### config.mk
export PLATFORM = sky130hd
export DESIGN_NAME = innings_controller
export DESIGN_NICKNAME = d
export VERILOG_FILES = /design/src/rtl/innings_controller.sv
export SDC_FILE = /design/constraint.sdc
export NUM_CORES = 1
export LEC_CHECK = 0
export ABC_AREA = 1
export CAP_MARGIN = 5
export CORE_UTILIZATION = 53
export CTS_BUF_LIST = sky130_fd_sc_hd__clkbuf_8
export DETAILED_ROUTE_END_ITERATION = 8
export PLACE_DENSITY_LB_ADDON = 0.08
export SLEW_MARGIN = 20
export SYNTH_ARGS = -nofsm -noshare
export SYNTH_HDL_FRONTEND = slang
export SYNTH_SLANG_ARGS = --single-unit
### constraint.sdc
create_clock -name clk -period 2.05 [get_ports clk]
set_input_delay 0.5125 -clock clk [delete_from_list [all_inputs] [get_ports clk]]
set_output_delay 0.5125 -clock clk [all_outputs]
set_load 0.05 [all_outputs]
### src/rtl/innings_controller.sv
// ---------------------------------------------------------------------------
// innings_controller
// Match sequencer for a T20 game. It tells the scoring block which side is
// batting and how many legal balls each side has faced, and it raises
// game_over when the match ends. It reads the team runs and wickets back
// from the scoring block to decide when each innings ends. It latches the
// chase target, stops the chase as soon as the target is reached, and
// declares the winner. It also supplies over/ball values for the display.
//
// Ports
//   clk            system clock
//   rst            asynchronous, active-high reset
//   play           run enable; low pauses ball counting and the break timer
//   extra          wide/no-ball on this delivery (not a legal ball)
//   team1_runs     team 1 total from the scoring block
//   team2_runs     team 2 total from the scoring block
//   team1_wickets  team 1 wickets from the scoring block
//   team2_wickets  team 2 wickets from the scoring block
//   team           batting side (0 = team 1, 1 = team 2)
//   team_1_ball    team 1 legal balls bowled
//   team_2_ball    team 2 legal balls bowled
//   game_over      match finished; held until rst
//   innings_break  high while between innings
//   target         team 1 runs + 1, latched at the end of innings 1
//   winner         00 undecided, 01 team 1, 10 team 2, 11 tie
//   over_num       completed overs of the batting side
//   ball_in_over   legal balls in the current over
// ---------------------------------------------------------------------------
module innings_controller #(
    parameter int MAX_BALLS      = 120,
    parameter int MAX_WICKETS    = 10,
    parameter int BALLS_PER_OVER = 6,
    parameter int BREAK_CYCLES   = 4
) (
    input  logic       clk,
    input  logic       rst,
    input  logic       play,
    input  logic       extra,
    input  logic [7:0] team1_runs,
    input  logic [7:0] team2_runs,
    input  logic [3:0] team1_wickets,
    input  logic [3:0] team2_wickets,
    output logic       team,
    output logic [6:0] team_1_ball,
    output logic [6:0] team_2_ball,
    output logic       game_over,
    output logic       innings_break,
    output logic [8:0] target,
    output logic [1:0] winner,
    output logic [4:0] over_num,
    output logic [2:0] ball_in_over
);

    localparam int         TW        = (BREAK_CYCLES > 2) ? $clog2(BREAK_CYCLES) : 1;
    localparam logic [6:0] MAX_B     = 7'(MAX_BALLS);
    localparam logic [3:0] MAX_W     = 4'(MAX_WICKETS);
    localparam logic [2:0] BPO_LAST  = 3'(BALLS_PER_OVER - 1);
    localparam logic [TW-1:0] BRK_LAST = TW'(BREAK_CYCLES - 1);

    typedef enum logic [2:0] {
        S_IDLE  = 3'd0,
        S_INN1  = 3'd1,
        S_BREAK = 3'd2,
        S_INN2  = 3'd3,
        S_DONE  = 3'd4
    } state_t;

    state_t        r_state, w_state_nxt;
    logic          r_team, w_team;
    logic [6:0]    r_t1_ball, w_t1_ball;
    logic [6:0]    r_t2_ball, w_t2_ball;
    logic          r_game_over, w_game_over;
    logic          r_break, w_break;
    logic [8:0]    r_target, w_target;
    logic [1:0]    r_winner, w_winner;
    logic [4:0]    r_over, w_over;
    logic [2:0]    r_bio, w_bio;
    logic [TW-1:0] r_timer, w_timer;

    logic          w_legal;
    logic [2:0]    w_bio_adv;
    logic [4:0]    w_over_adv;

    // A legal ball is counted only while running and not an extra.
    assign w_legal    = play & ~extra;
    // The ball-in-over count wraps at the end of an over and bumps the over count.
    assign w_bio_adv  = (r_bio == BPO_LAST) ? 3'd0 : (r_bio + 3'd1);
    assign w_over_adv = (r_bio == BPO_LAST) ? (r_over + 5'd1) : r_over;

    // Next-state and next-output logic; every register holds unless a state updates it.
    always_comb begin
        w_state_nxt = r_state;
        w_team      = r_team;
        w_t1_ball   = r_t1_ball;
        w_t2_ball   = r_t2_ball;
        w_game_over = r_game_over;
        w_break     = r_break;
        w_target    = r_target;
        w_winner    = r_winner;
        w_over      = r_over;
        w_bio       = r_bio;
        w_timer     = r_timer;

        case (r_state)
            S_IDLE: begin
                w_team = 1'b0;
                if (play) begin
                    w_state_nxt = S_INN1;
                end else begin
                    w_state_nxt = S_IDLE;
                end
            end

            S_INN1: begin
                if ((r_t1_ball == MAX_B) || (team1_wickets >= MAX_W)) begin
                    w_state_nxt = S_BREAK;
                    w_target    = {1'b0, team1_runs} + 9'd1;
                    w_over      = 5'd0;
                    w_bio       = 3'd0;
                    w_break     = 1'b1;
                    w_timer     = '0;
                end else if (w_legal) begin
                    w_t1_ball = r_t1_ball + 7'd1;
                    w_bio     = w_bio_adv;
                    w_over    = w_over_adv;
                end else begin
                    w_state_nxt = S_INN1;
                end
            end

            S_BREAK: begin
                w_break = 1'b1;
                w_team  = 1'b0;
                if (play) begin
                    if (r_timer == BRK_LAST) begin
                        w_team      = 1'b1;
                        w_timer     = '0;
                        w_break     = 1'b0;
                        w_state_nxt = S_INN2;
                    end else begin
                        w_timer = r_timer + TW'(1);
                    end
                end else begin
                    w_timer = r_timer;
                end
            end

            S_INN2: begin
                // Reaching the target takes priority, so a winning final ball still wins.
                if ({1'b0, team2_runs} >= r_target) begin
                    w_winner    = 2'b10;
                    w_game_over = 1'b1;
                    w_state_nxt = S_DONE;
                end else if ((r_t2_ball == MAX_B) || (team2_wickets >= MAX_W)) begin
                    if (team1_runs > team2_runs) begin
                        w_winner = 2'b01;
                    end else begin
                        w_winner = 2'b11;
                    end
                    w_game_over = 1'b1;
                    w_state_nxt = S_DONE;
                end else if (w_legal) begin
                    w_t2_ball = r_t2_ball + 7'd1;
                    w_bio     = w_bio_adv;
                    w_over    = w_over_adv;
                end else begin
                    w_state_nxt = S_INN2;
                end
            end

            S_DONE: begin
                w_game_over = 1'b1;
                w_state_nxt = S_DONE;
            end

            default: begin
                w_state_nxt = S_IDLE;
            end
        endcase
    end

    // State register.
    always_ff @(posedge clk or posedge rst) begin
        if (rst) begin
            r_state <= S_IDLE;
        end else begin
            r_state <= w_state_nxt;
        end
    end

    // Output and counter registers.
    always_ff @(posedge clk or posedge rst) begin
        if (rst) begin
            r_team      <= 1'b0;
            r_t1_ball   <= 7'd0;
            r_t2_ball   <= 7'd0;
            r_game_over <= 1'b0;
            r_break     <= 1'b0;
            r_target    <= 9'd0;
            r_winner    <= 2'b00;
            r_over      <= 5'd0;
            r_bio       <= 3'd0;
            r_timer     <= '0;
        end else begin
            r_team      <= w_team;
            r_t1_ball   <= w_t1_ball;
            r_t2_ball   <= w_t2_ball;
            r_game_over <= w_game_over;
            r_break     <= w_break;
            r_target    <= w_target;
            r_winner    <= w_winner;
            r_over      <= w_over;
            r_bio       <= w_bio;
            r_timer     <= w_timer;
        end
    end

    assign team          = r_team;
    assign team_1_ball   = r_t1_ball;
    assign team_2_ball   = r_t2_ball;
    assign game_over     = r_game_over;
    assign innings_break = r_break;
    assign target        = r_target;
    assign winner        = r_winner;
    assign over_num      = r_over;
    assign ball_in_over  = r_bio;

endmodule
==> metrics.cfg <==
[drt]
vias = 2616
ant_nets = 0
drc = 0
totalWireLength_mm = 6.35
viasPerCell = 5.08
wl_per_cell_microns = 12.3
firstDrtPassIters = 5
drt-initial-drc-count = 118

[floorplanning]
die_w_microns = 76.1
core_sq_um = 5200
dieArea_sq_um = 5800
start_util = 0.560
io_pins = 64
die_h_microns = 76.1
fp-row-count = 26

[cts]
ctsRootBufferMaster = clkbuf_8
cts_buffer_depth = 2
cts_tree = yes
h-tree-depth = 2
cts_made_buffers = 5
clock-sinks = 41
path_clk_slew_ps = 90
clk_latency_ps = 300

[global_route]
gr-total-overflow = 0
antenna_found_initial = 0
grt_pass1_vias = 2483
grt_max_degree = 42
grt_use_total = 0.229
grt_pass1_wl_mm = 10.8

[power]
combPwrFrac = 0.582
power.switching_mw = 2.53
power.internal_mw = 2.49
p_per_area_nw_per_um2 = 1290
seqPwrFrac = 0.280
ir_drop_mv = 0.864
p_sw_frac = 0.504
p_leak_nw = 2.03
p_clk_frac = 0.139

[synth]
avgSynthCellArea_sq_um = 8.09
async_reset_ff_frac = 1.00
synth_cells = 360
syn-num-nets = 411
synth_flop_cell = dfrtp_1
synth_edf_count = 0
synth_cell_type_count = 42
netlist_area_sq_um = 2910
ys_ff_latch = 41
seq_area_frac_synth = 0.352
synth_warnings = 0

[placement]
place_hpwl_mm = 4.75
gp_congestion = 0.818
port_buffers = 61

[setup_path]
arrival_ps = 1470
crit_type = reg2out
end_kind = primary output
r2r_cells = 8
crit_path_top_delay_cell = clkdlybuf4s50_1
start_kind = register
crit_required_ps = 1540
path_cells = clkdlybuf4s50_1
r2r_start = target[6]
crit_buf_inv = 1
r2r_slack_ps = 300
cp_max_fo = 2
cp-endpoint = winner[0]
critPathTopFamily = buffers and inverters
cp.depth = 1
r2r-end = winner[1]
crit_path_start = winner[0]
cpPeakStageDelay_ps = 810

[timing]
rsz0062_at_grt = no
slew_headroom = 0.659
fin_crit_sh = 0.968
fmax_mhz = 504
skew_ps = 5.43
min_period_ps = 1980
maxSlewViolCount = 0
hold_violations = 0
whs_ps = 489
setup_viol = 0
tightest_slew_ps = 510

[layout]
synthToLayoutAreaGrowth_pct = 33.2
drive_gt1_frac = 0.231
post-route-util = 0.745
multi_input_area_sq_um = 1640
nNetsFinal = 495
seq_area_sq_um = 1030
diodes = 0
fill_cells = 407

[run]
drv_cap = 0

[run_status]
status = finished, final reports clean

[hold_path]
min_path_type = reg2reg

[how the worst min path moves through the flow]
stage / start / end / cells after the start
6_report: team_1_ball[5] / team_1_ball[5] / 1
4_1_cts: game_over / game_over / 1
3_3_place_gp: r_timer[1] / r_timer[1] / 2
2_1_floorplan: r_timer[1] / r_timer[1] / 2
3_5_place_dp: team / team / 1
5_1_grt: team_1_ball[5] / team_1_ball[5] / 1
[layout make-up]
class / count / area share
inverters: 66 / 0.0639
clock buffers: 6 / 0.0213
multi-input cells: 248 / 0.423
flip-flops and latches: 41 / 0.264
clock inverters: 2 / 0.00967
well taps: 70 / 0.0226
repair buffers: 82 / 0.195
[cell usage after synthesis (2+ instances only)]
cell type	number	area, sq um
inv_2	6	22.5
nand2_1	71	267
o21ai_1	13	65.1
inv_1	59	221
o22ai_2	2	25.0
xor2_1	10	87.6
dfrtp_1	41	1030
nand3b_1	2	15.0
a21oi_1	9	45.0
a21o_1	2	15.0
nor2_4	5	56.3
o21ai_0	20	100
nand4_4	2	42.5
nand2_4	2	22.5
nand4_1	9	56.3
xnor2_1	5	43.8
o211ai_1	2	15.0
nor2_1	19	71.3
buf_6	2	22.5
o21ai_2	6	52.6
nand2_2	11	68.8
nand3_1	20	100
ha_1	23	288
[power by group through the flow]
stage,sequential [mW],combinational (mW),clock [mW]
6_report,1.40,2.92,0.697
5_1_grt,1.46,3.17,0.737
4_1_cts,1.40,2.82,0.716
3_5_place_dp,1.42,2.81,0
3_3_place_gp,1.40,2.73,0
2_1_floorplan,2.14,1.34,0
[flip-flops by register name, summed over array words and instances, names as in the netlist]
name,flops
team_2_ball,7
winner,2
r_timer,2
r_state,3
target,9
innings_break,1
game_over,1
over_num,5
team,1
ball_in_over,3
team_1_ball,7
[per-stage QoR]
stage / setup slack [ps] / setup TNS [ps] / std cells / instance area (sq um) / total power, mW
after floorplan: 42.2 / 0 / 360 / 2910 / 3.48
after global placement: -230 / -3690 / 506 / 3690 / 4.13
after detailed placement: -292 / -4360 / 506 / 3690 / 4.23
after CTS: 12.4 / 0 / 514 / 3810 / 4.94
after global routing: 5.59 / 0 / 515 / 3880 / 5.36
final: 65.6 / 0 / 515 / 3880 / 5.02
[routing by layer]
metal  global-route usage  share of wire  vias to the layer above
li1                     -              -                     1331
met1                0.286           0.47                     1213
met2                0.410           0.48                       64
met3               0.0383          0.039                        8
met4               0.0577         0.0088                        0
met5                    0              0                        -
[cells in the final DEF, fill, tap and decap left out, types with 2 or more instances in the layout]
cell              n
o21ai_1          15
ha_4              2
nand2_4           3
nand3_2           2
inv_2             6
clkdlybuf4s50_1  32
nand2_2          12
inv_1            59
xor2_1           10
dlymetal6s2s_1    5
clkbuf_8          6
o211ai_1          2
nand2_1          69
o21ai_2           6
dfrtp_1          41
nand4_1           9
o22ai_2           2
nand4_4           2
o21ai_0          18
ha_1             21
buf_4            42
nor2_1           19
nand3_1          19
buf_12            3
a21o_1            2
nand3b_1          2
xnor2_1           5
nor2_4            5
a21oi_1           9
[worst register-to-register path, delay by kind of cell (launching register included)]
family | cells | cell delay [ps]
AO/OA/AOI/OAI | 3 | 580
flip-flops | 1 | 390
buffers and inverters | 2 | 270
adder cells (fa/ha/maj) | 1 | 230
AND/OR/NAND/NOR | 2 | 180
[cells by family after synthesis]
group / synth area share
AND/OR/NAND/NOR: 0.268
buffers and inverters: 0.105
AO/OA/AOI/OAI: 0.127
flip-flops: 0.352
adder cells (fa/ha/maj): 0.0988
XOR/XNOR: 0.0451
multiplexers: 0.00387
[what timing repair did]
| item | CTS | global route |
|---|---|---|
| setup endpoints to repair | 0 | 19 |
| setup buffers | 0 | 0 |
| hold buffers | 0 | 0 |
| gates resized for setup | 0 | 14 |
Note: power is estimated with default switching activity, not from simulation.
